**config.mk**
```make
export PLATFORM = sky130hd
export DESIGN_NAME = cdc_sync_data_stable
export DESIGN_NICKNAME = d
export VERILOG_FILES = /design/src/rtl/cdc_sync_data_stable.sv
export SDC_FILE = /design/constraint.sdc
export NUM_CORES = 1
export LEC_CHECK = 0
export CELL_PAD_IN_SITES_DETAIL_PLACEMENT = 0
export CELL_PAD_IN_SITES_GLOBAL_PLACEMENT = 1
export CORE_MARGIN = 10
export CORE_UTILIZATION = 40
export DETAILED_ROUTE_END_ITERATION = 8
export MAX_ROUTING_LAYER = met4
export PLACE_DENSITY_LB_ADDON = 0.1
export SLEW_MARGIN = 20
export SYNTH_ARGS = -nofsm -noshare
export SYNTH_HDL_FRONTEND = slang
export SYNTH_SLANG_ARGS = --single-unit
```
**constraint.sdc**
```tcl
create_clock -name clk -period 1.3 [get_ports clk]
set_input_delay 0.325 -clock clk [delete_from_list [all_inputs] [get_ports clk]]
set_output_delay 0.325 -clock clk [all_outputs]
set_load 0.02 [all_outputs]
```
**src/rtl/cdc_sync_data_stable.sv**
```systemverilog
// Multi-channel receiver for quasi-static asynchronous words: per-channel synchroniser
// chain, stability filter and coherent whole-word output commit with a global freeze.
module cdc_sync_data_stable #(
  parameter int                 NUM_CHANNELS  = 2,
  parameter int                 NUM_BITS      = 2,
  parameter int                 SYNC_STAGES   = 2,
  parameter int                 STABLE_CYCLES = 4,
  parameter logic [NUM_BITS-1:0] INIT_VALUE   = '0
) (
  input  logic                             clk,
  input  logic                             reset,
  input  logic [NUM_CHANNELS*NUM_BITS-1:0] bits_in,
  input  logic                             freeze,
  output logic [NUM_CHANNELS*NUM_BITS-1:0] bits_out,
  output logic [NUM_CHANNELS-1:0]          updated,
  output logic [NUM_CHANNELS-1:0]          stable
);

  localparam int                CNT_W   = $clog2(STABLE_CYCLES + 1);
  localparam logic [CNT_W-1:0]  CNT_MAX = CNT_W'(STABLE_CYCLES);

  typedef logic [NUM_BITS-1:0] word_t;

  generate
    if (SYNC_STAGES < 2 || STABLE_CYCLES < 1) begin : g_param_check
      $error("cdc_sync_data_stable: SYNC_STAGES must be >= 2 and STABLE_CYCLES >= 1");
    end
  endgenerate

  word_t            sync_q [NUM_CHANNELS][SYNC_STAGES];
  word_t            sync_d [NUM_CHANNELS][SYNC_STAGES];
  word_t            p_q    [NUM_CHANNELS];
  word_t            p_d    [NUM_CHANNELS];
  word_t            out_q  [NUM_CHANNELS];
  word_t            out_d  [NUM_CHANNELS];
  logic [CNT_W-1:0] cnt_q  [NUM_CHANNELS];
  logic [CNT_W-1:0] cnt_d  [NUM_CHANNELS];
  logic [NUM_CHANNELS-1:0] updated_q, updated_d;
  logic [NUM_CHANNELS-1:0] stable_q, stable_d;

  // NOTE: every variable gets a default at the top of the block so no path leaves it
  // unassigned; otherwise synthesis infers a latch to hold the old value.
  always_comb begin
    word_t s_val;
    s_val     = '0;
    updated_d = '0;
    stable_d  = '0;
    for (int c = 0; c < NUM_CHANNELS; c++) begin
      sync_d[c][0] = bits_in[c*NUM_BITS +: NUM_BITS];
      for (int n = 1; n < SYNC_STAGES; n++) begin
        sync_d[c][n] = sync_q[c][n-1];
      end
      s_val    = sync_q[c][SYNC_STAGES-1];
      p_d[c]   = p_q[c];
      cnt_d[c] = cnt_q[c];
      out_d[c] = out_q[c];

      if (s_val != p_q[c]) begin
        p_d[c]   = s_val;
        cnt_d[c] = '0;
      end else if (cnt_q[c] < CNT_MAX) begin
        cnt_d[c] = cnt_q[c] + CNT_W'(1);
      end
      stable_d[c] = (cnt_d[c] == CNT_MAX);

      // Only a word that has sat unchanged in p for the full window may be committed,
      // which keeps skewed bit arrivals from ever producing an intermediate output.
      if (cnt_q[c] == CNT_MAX && s_val == p_q[c] && p_q[c] != out_q[c] && !freeze) begin
        out_d[c]     = p_q[c];
        updated_d[c] = 1'b1;
      end
    end
  end

  // NOTE: sequential state uses non-blocking assignments so every flop samples the
  // pre-edge values, independent of statement order inside the block.
  always_ff @(posedge clk) begin
    if (reset) begin
      for (int c = 0; c < NUM_CHANNELS; c++) begin
        for (int n = 0; n < SYNC_STAGES; n++) begin
          sync_q[c][n] <= INIT_VALUE;
        end
        p_q[c]   <= INIT_VALUE;
        out_q[c] <= INIT_VALUE;
        cnt_q[c] <= '0;
      end
      updated_q <= '0;
      stable_q  <= '0;
    end else begin
      sync_q    <= sync_d;
      p_q       <= p_d;
      out_q     <= out_d;
      cnt_q     <= cnt_d;
      updated_q <= updated_d;
      stable_q  <= stable_d;
    end
  end

  generate
    for (genvar g = 0; g < NUM_CHANNELS; g++) begin : g_pack
      assign bits_out[g*NUM_BITS +: NUM_BITS] = out_q[g];
    end
  endgenerate

  assign updated = updated_q;
  assign stable  = stable_q;

endmodule

```
==> metrics.txt <==
CTS max path bufs 2; Overall Global Routing Usage 7.086%; CTS tree yes; initial antenna violation count 0; Hold Path Depth 1; GRT Residual Overflow 0; Final Hold Fails 0; skew final 7.487 ps; die height between 70 and 80 um; Worst Hold Class reg -> reg; Die W approximately 70 um; count of final setup violators 0; fmax about 810 MHz; Slew @ Worst Pin ~270 ps; FF-to-FF path depth 3; crit-path leading delay family flip-flops; # IOs 15; Slowest-stage cell, CP dfxtp_1; commonest non-fill, non-tap cells in the layout dfxtp_1, nor2b_1, nor2_1, buf_4, nand2b_1; RSZ-0062 raised after global routing true; CP required around 1000 ps; Final nets 132; WP data arrival 910 ps; register bit total from synthesis 26; Hold Buf Count CTS 0; crit start category register; root buffer cell clkbuf_4; vias in the first global route between 600 and 700; fin cells 150; sequential share of the synthesized area about half; number of H-tree levels 1; DRT Pass-1 Iters 4; ANT nets after route 0; Internal 1.087 mW; hold path start sync_d[4]$_SDFF_PP0_; Flop pwr share around three fifths; Worst R2R Setup Slack about 80 ps; placed cells 145; ant diodes 0; total net switching power between 300 and 400 uW; mean number of vias per cell between 4 and 5; relative slew slack ~82%; most common cell after layout, fill and taps aside dfxtp_1; CP max FO 1; Vias 662; Max-cap violations 0; status finished clean; clock-pin slew on the worst setup and hold paths between 100 and 150 ps; Port-buffer cells 14; slowest stage delay, CP around 340 ps; critical path, cell by cell clkdlybuf4s15_2; first-pass GRT wire length 2863 um; die area 0.004951 mm^2; largest net degree at the start of global routing 19; Logic pwr share 11.1%; TritonCTS Buffers 3; Mapped Area between 0.001 and 0.0015 mm^2; Clk pwr share about 29%; drt drc 0; Skew-Pair Late Insertion Delay 320 ps; power per cell area ~1100 mW/mm^2; layout cell share with drive strength beyond 1 roughly a quarter; fin crit share 94.72%; gpl congestion 0.7146; switch share 23.33%; detailed router's first-iteration violation count 31; initial core utilization 41.34%; WP buf/inv 1; Worst VDD drop about 0.73 mV; Netlist cell types 18; Synth Instances 94; Max Slew Vio Count 0; worst r2r src p_q[2]$_SDFFE_PP0P_; r2r endpoint updated[0]$_SDFF_PP0_; Tmin final about 1200 ps; Core Util, Final roughly 52%; Synth Warn # 0; Core Box Area around 0.0025 mm^2; crit path kind reg -> out; Mapped Nets 105; Area Overhead vs Synth 27.00%; row count 18; Avg WL per Cell around 11 um; aggregate routed wire length around 1700 um; WHS Endpoint sync_q[4]$_SDFF_PP0_; Setup crit end kind output port; Lkg Pwr ~0.53 nW; Avg Cell Area, Syn roughly 11 um^2; # clock sinks 26
==> flip-flops by register name, indices dropped and copies added (netlist names) <==
signal and flops:
bits_out 4, cnt_q 6, p_q 4, stable 2, sync_d 4, sync_q 4
updated 2
==> repair_timing <==
action	CTS	global route
gates resized for setup	21	12
setup endpoints to repair	8	12
pin swaps	0	2
buffers inserted	0	1
==> final cells by class <==
class                           count  area [um^2]
Timing Repair Buffer               24        181.4
Tap cell                           30        37.54
Inverter                            4        15.01
Multi-Input combinational cell     62        495.5
Fill cell                         225         1166
Sequential cell                    26        523.0
Clock buffer                        4        36.28
==> stage by stage <==
| step | hold slack [ps] | power, mW | cell area [um^2] | TNS, ps | worst slack, ps |
|---|---|---|---|---|---|
| floorplan | 413.8 | 0.9595 | 1015 | 0 | 144.0 |
| global placement | 421.0 | 1.011 | 1252 | -2132 | -210.3 |
| detailed placement | 422.7 | 1.014 | 1252 | -2337 | -243.4 |
| CTS | 455.9 | 1.423 | 1295 | 0 | 6.682 |
| global route | 465.8 | 1.484 | 1289 | -3.763 | -3.763 |
| finish | 450.8 | 1.417 | 1289 | 0 | 68.59 |
==> cell families (layout without fill, tap and decap cells) <==
logic type	count (synthesis)	count (layout)	synth area share (%)
AOI/OAI and AO/OA	4	4	3.699
xor gates and xnor gates	10	10	8.631
adders and majority gates	4	4	4.932
buffers and inverters	6	32	2.219
DFF	26	26	51.29
muxes	6	6	5.919
and+or+nand+nor	38	38	23.30
==> synth_stat cells (all sizes together) <==
cell type,count,share of area (%)
dfxtp,26,51
nor2b,12,7.4
nor2,10,3.7
nand2b,7,4.3
mux2i,6,5.9
xor2,6,5.2
ha,4,4.9
inv,4,1.5
xnor2,4,3.5
a211oi,2,2.5
a31oi,2,1.2
clkbuf,2,0.74
nand3b,2,1.5
nor3,2,1.5
nor4bb,2,2.0
or3,2,2.2
or2b,1,0.74
==> metal layers <==
layer	track usage [%]	part of all wire (%)
met1	8.727	52
met2	10.28	43
met3	2.119	4.3
met4	3.289	0.77
met5	-	0
==> power groups by stage <==
stage	Combinational [mW]	Sequential (mW)	Clock [mW]
after floorplan	0.0935	0.866	0
after global placement	0.144	0.866	0
after detailed placement	0.146	0.867	0
after CTS	0.146	0.850	0.427
after global routing	0.179	0.856	0.449
final	0.157	0.851	0.409
==> how the worst max path moves through the flow <==
stage | startpoint | to | cells past startpoint
global route | cnt_q[0]$_SDFF_PP0_ | stable[1]$_SDFF_PP0_ | 5
CTS | stable[1]$_SDFF_PP0_ | stable[1] | 1
global placement | reset | updated[0]$_SDFF_PP0_ | 3
finish | updated[1]$_SDFF_PP0_ | updated[1] | 1
detailed placement | reset | updated[0]$_SDFF_PP0_ | 3
floorplan | cnt_q[3]$_SDFF_PP0_ | bits_out[0]$_SDFFE_PP0P_ | 5
(Power assumes the default switching activity.)
